[config.mk]
export PLATFORM = sky130hd
export DESIGN_NAME = demux_9_5_tdm
export DESIGN_NICKNAME = d
export VERILOG_FILES = /design/src/rtl/demux_9_5_tdm.sv
export SDC_FILE = /design/constraint.sdc
export NUM_CORES = 1
export LEC_CHECK = 0
export BUFFER_PORTS_ARGS = -buffer_cell sky130_fd_sc_hd__buf_2
export CAP_MARGIN = 20
export CORE_MARGIN = 1
export CORE_UTILIZATION = 54
export CTS_CLUSTER_SIZE = 24
export DETAILED_ROUTE_END_ITERATION = 8
export HOLD_SLACK_MARGIN = 0.1
export PLACE_DENSITY_LB_ADDON = 0.3
export SETUP_SLACK_MARGIN = 0.2
export SLEW_MARGIN = 25
export SYNTH_ARGS = -nofsm -noshare
export SYNTH_HDL_FRONTEND = slang
export SYNTH_SLANG_ARGS = --single-unit
[constraint.sdc]
create_clock -name clk -period 3 [get_ports clk]
set_clock_uncertainty 0.05 [all_clocks]
set_input_delay 0.6 -clock clk [delete_from_list [all_inputs] [get_ports clk]]
set_output_delay 0.6 -clock clk [all_outputs]
set_load 0.01 [all_outputs]
[src/rtl/demux_9_5_tdm.sv]
// demux_9_5_tdm: registered 1-to-9 TDM demultiplexer for WIDTH-bit words, addressed or frame-counter channel selection.
// Optional macro DEMUX_SEL_ERR_EN adds a registered out-of-range select error pulse on err.
module demux_9_5_tdm #(
  parameter int WIDTH = 5
) (
  input  logic             clk,
  input  logic             rst_n,
  input  logic [WIDTH-1:0] din,
  input  logic [3:0]       sel,
  input  logic             din_valid,
  input  logic             frame_mode,
  input  logic             frame_sync,
  output logic [WIDTH-1:0] q0,
  output logic [WIDTH-1:0] q1,
  output logic [WIDTH-1:0] q2,
  output logic [WIDTH-1:0] q3,
  output logic [WIDTH-1:0] q4,
  output logic [WIDTH-1:0] q5,
  output logic [WIDTH-1:0] q6,
  output logic [WIDTH-1:0] q7,
  output logic [WIDTH-1:0] q8,
  output logic [8:0]       q_valid,
  output logic [3:0]       chan,
  output logic             frame_done,
  output logic             err
);
  typedef enum logic {ADDR, FRAME} mode_e;
  mode_e                 mode;
  logic [8:0][WIDTH-1:0] q_q, q_d;
  logic [8:0]            q_valid_q, q_valid_d;
  logic [3:0]            chan_q, chan_d, tgt;
  logic                  frame_done_q, frame_done_d, accept;
  always_comb begin
    mode = frame_mode ? FRAME : ADDR;
    tgt = (mode == FRAME) ? (frame_sync ? 4'd0 : chan_q) : sel;
    accept = din_valid && (tgt <= 4'd8);
    for (int k = 0; k < 9; k++) q_d[k] = (accept && tgt == 4'(k)) ? din : q_q[k];
    q_valid_d = accept ? (9'd1 << tgt) : 9'd0;
    chan_d = chan_q;
    frame_done_d = 1'b0;
    if (mode == FRAME) begin
      // frame_sync without a word still realigns the sweep to channel 0
      chan_d = accept ? ((tgt == 4'd8) ? 4'd0 : tgt + 4'd1) : (frame_sync ? 4'd0 : chan_q);
      frame_done_d = accept && (tgt == 4'd8);
    end
  end
  always_ff @(posedge clk or negedge rst_n) begin
    if (!rst_n) begin
      q_q <= '0;
      q_valid_q <= '0;
      chan_q <= '0;
      frame_done_q <= 1'b0;
    end else begin
      q_q <= q_d;
      q_valid_q <= q_valid_d;
      chan_q <= chan_d;
      frame_done_q <= frame_done_d;
    end
  end
`ifdef DEMUX_SEL_ERR_EN
  logic err_q, err_d;
  always_comb err_d = (mode == ADDR) && din_valid && (sel > 4'd8);
  always_ff @(posedge clk or negedge rst_n) begin
    if (!rst_n) err_q <= 1'b0;
    else err_q <= err_d;
  end
  assign err = err_q;
`else
  assign err = 1'b0;
`endif
  assign q0 = q_q[0];
  assign q1 = q_q[1];
  assign q2 = q_q[2];
  assign q3 = q_q[3];
  assign q4 = q_q[4];
  assign q5 = q_q[5];
  assign q6 = q_q[6];
  assign q7 = q_q[7];
  assign q8 = q_q[8];
  assign q_valid = q_valid_q;
  assign chan = chan_q;
  assign frame_done = frame_done_q;
endmodule

==> key figures <==
Clock network
  – H-Tree Depth: 3
  – Sink Count: 59
  – Post-CTS Hold Buffers: 0
  – Root buf cell: clkbuf_8
  – Post-CTS setup buffers: 0
  – Worst-Skew Late Latency: 0.32 ns
  – CTS tree: yes
  – Clock-pin slew on the worst setup and hold paths: 0.06 ns
  – Clock tree buffer depth: 2
  – Total clock buffers created by CTS: 9
  – Resize count post-CTS: 0

Critical path
  – R2R Path End: q8[0]$_DFFE_PN0P_
  – Worst Path Class, Setup: primary input to register
  – Slowest cell on the critical path: a211oi_4
  – Worst Path Arrival: 2.36 ns
  – Cell-by-cell trace of the critical path: buf_2 > nor2b_1 > a31oi_1 > ha_1 > nand3_4 > a211oi_4 > mux2_2
  – Critical Path Fanout Max: 19
  – Critical path required time: 3.16 ns
  – Startpoint Class: primary input
  – Reg2Reg Depth: 6
  – Crit path largest cell delay: 0.38 ns
  – FF-to-FF setup slack: 0.88 ns
  – R2R Path Start: chan[1]$_DFFE_PN0P_
  – CP Capture Type: register

Routing
  – Drt first pass iters: 4
  – Routed WL: 5080 um
  – Routed WL per cell: 16.8 um
  – Drt drc: 0
  – Final ANT Viol Nets: 0
  – Drt initial violations: 152
  – Vias: 1669
  – Via density: 5.51

Logic synthesis
  – #FFs+latches synth: 59
  – Average size of a mapped cell: 14.7 um^2
  – Synth Cell Area: 2450 um^2
  – Sequential area share after synthesis: 60.3%
  – Mapped Cells: 166
  – Post-Syn Nets: 181
  – Synth cell types: 40
  – Synth Warn #: 0

STA
  – Fmax: 454 MHz
  – Worst slew margin: 51.5%
  – Final hold vios: 0
  – Setup_tns: 0 ns
  – RSZ-0062 raised after global routing: no
  – Max Slew Vio Count: 0
  – Final setup violation count: 0
  – Least-Margin Pin Slew: 0.727 ns
  – Final cycle utilization of the critical path: 73.4%
  – Clock period minus worst slack: 2.20 ns

Place
  – IO Port Bufs: 72
  – DP HPWL: 3590 um
  – Routability congestion estimate: 0.873

Die
  – IO Pins: 74
  – Initial core utilization: 56.2%
  – Die Wd: 69.3 um
  – Die Ht: 69.3 um
  – Core area: 4350 um^2
  – Row count: 24
  – Die Area: 4810 um^2

Status
  – Status: finished, final reports clean

Final layout
  – Commonest cells after routing, fill and taps aside: buf_2 (72), dfrtp_1 (59), mux2_2 (45)
  – Diode count: 0
  – Layout Nets: 262
  – Utilization after layout: 70.6%
  – Share of layout cells above drive strength 1: 59.8%
  – Synth-to-layout area growth: 25.6%
  – Most common cell after layout, fill and taps aside: buf_2

Global routing
  – Initial antenna violation count: 0
  – Gr usage total: 23.1%
  – Largest net degree at the start of global routing: 60
  – First-pass GRT wire length: 8360 um
  – Gr ovfl total: 0
  – Number of global-route vias before repair: 1662

Flow run
  – Max Cap Viol: 0

Power
  – Maximum vdd ir drop: 0.455 mV
  – Pwr dens: 809 nW/um^2
  – Leak: 1.55 nW

Min path
  – HP Class: primary input to async pin
## worst max path at each step
stage | start | to | slack, ns
finish | frame_mode | q8[0]$_DFFE_PN0P_ | 0.80
global route | frame_mode | q8[0]$_DFFE_PN0P_ | 0.70
CTS | frame_mode | q8[0]$_DFFE_PN0P_ | 0.81
detailed placement | frame_mode | q8[0]$_DFFE_PN0P_ | 0.46
global placement | frame_mode | q8[4]$_DFFE_PN0P_ | 0.53
floorplan | frame_mode | q8[0]$_DFFE_PN0P_ | 0.68
## synthesized netlist by cell type
cell type | n | share of area (%)
and3b_1 | 1 | 0.36
a22o_1 | 1 | 0.36
buf_2 | 1 | 0.20
dfrtp_1 | 59 | 60
nand2b_1 | 2 | 0.51
nand3_1 | 1 | 0.20
inv_2 | 1 | 0.15
a211oi_4 | 1 | 0.82
nand3_4 | 1 | 0.72
mux2_2 | 45 | 21
nand2_1 | 3 | 0.46
and2b_1 | 1 | 0.31
nor3_4 | 2 | 1.3
and3_1 | 1 | 0.26
a32oi_2 | 1 | 0.66
buf_4 | 2 | 0.61
a31oi_1 | 1 | 0.26
a21oi_2 | 1 | 0.36
a32o_1 | 3 | 1.2
nand2b_2 | 1 | 0.36
inv_1 | 6 | 0.92
xnor2_1 | 1 | 0.36
o2111ai_1 | 1 | 0.36
nand2_2 | 1 | 0.26
and4bb_2 | 1 | 0.51
mux2i_1 | 1 | 0.41
a21oi_1 | 2 | 0.41
nor2b_1 | 2 | 0.51
ha_1 | 1 | 0.51
o21ai_0 | 3 | 0.61
nor2_1 | 4 | 0.61
nor2_2 | 3 | 0.77
nand3b_2 | 1 | 0.46
nand3b_1 | 1 | 0.31
o211ai_1 | 1 | 0.31
nand3_2 | 4 | 1.6
and2_1 | 1 | 0.26
or3_1 | 1 | 0.26
conb_1 | 1 | 0.15
nor3_1 | 1 | 0.20
## sequential cells by signal, indices dropped and copies added (netlist names)
| signal | count |
|---|---|
| q5 | 5 |
| q6 | 5 |
| q_valid | 9 |
| frame_done | 1 |
| q4 | 5 |
| q2 | 5 |
| q8 | 5 |
| q7 | 5 |
| q3 | 5 |
| q1 | 5 |
| q0 | 5 |
| chan | 4 |
## power by group
part | switching (mW) | internal [mW] | leakage (nW)
clock | 0.284 | 0.470 | 0.109
sequential | 0.105 | 1.00 | 0.742
combinational | 0.312 | 0.313 | 0.698
## layout make-up
cell class              count  area (um^2)
flip-flops and latches     59         1480
well taps                  52         65.1
clock inverters             1         30.0
fillers                   300         1280
multi-input cells          97          925
clock buffers              14          183
inverters                   7         26.3
repair buffers             73          368
## stage by stage
step                hold slack, ns  power, mW  std cells  setup slack [ns]  cell area (um^2)
finish                       0.367       2.48        303             0.798              3070
global route                 0.437       2.60        303             0.697              3070
CTS                          0.381       2.51        303             0.813              3070
detailed placement           0.440       1.75        288             0.465              2860
global placement             0.434       1.72        288             0.530              2860
floorplan                    0.254       1.45        166             0.682              2450
## metal layers
metal	up-vias	share of wire, %	GRT usage [%]
li1	758	-	-
met1	828	45	32.2
met5	-	0	0
met2	71	47	33.9
met4	0	2.2	10.2
met3	12	5.9	6.54
## cell families (layout without fill, tap and decap cells)
| logic type | after synthesis | in the layout | share of synthesized area, % |
|---|---|---|---|
| and+or+nand+nor | 33 | 33 | 10.3 |
| AOI/OAI and AO/OA | 15 | 15 | 5.37 |
| buffers and inverters | 10 | 95 | 1.89 |
| adders and majority gates | 1 | 1 | 0.511 |
| DFF | 59 | 59 | 60.3 |
| other | 1 | 1 | 0.153 |
| muxes | 46 | 46 | 21.1 |
| xor gates and xnor gates | 1 | 1 | 0.358 |
## critical path: cells and delay by family
kind | cells | cell delay, ns
and+or+nand+nor | 2 | 0.27
adders and majority gates | 1 | 0.28
buffers and inverters | 1 | 0.27
AOI/OAI and AO/OA | 2 | 0.55
muxes | 1 | 0.38
No activity file was read; power rests on OpenSTA's default activity.
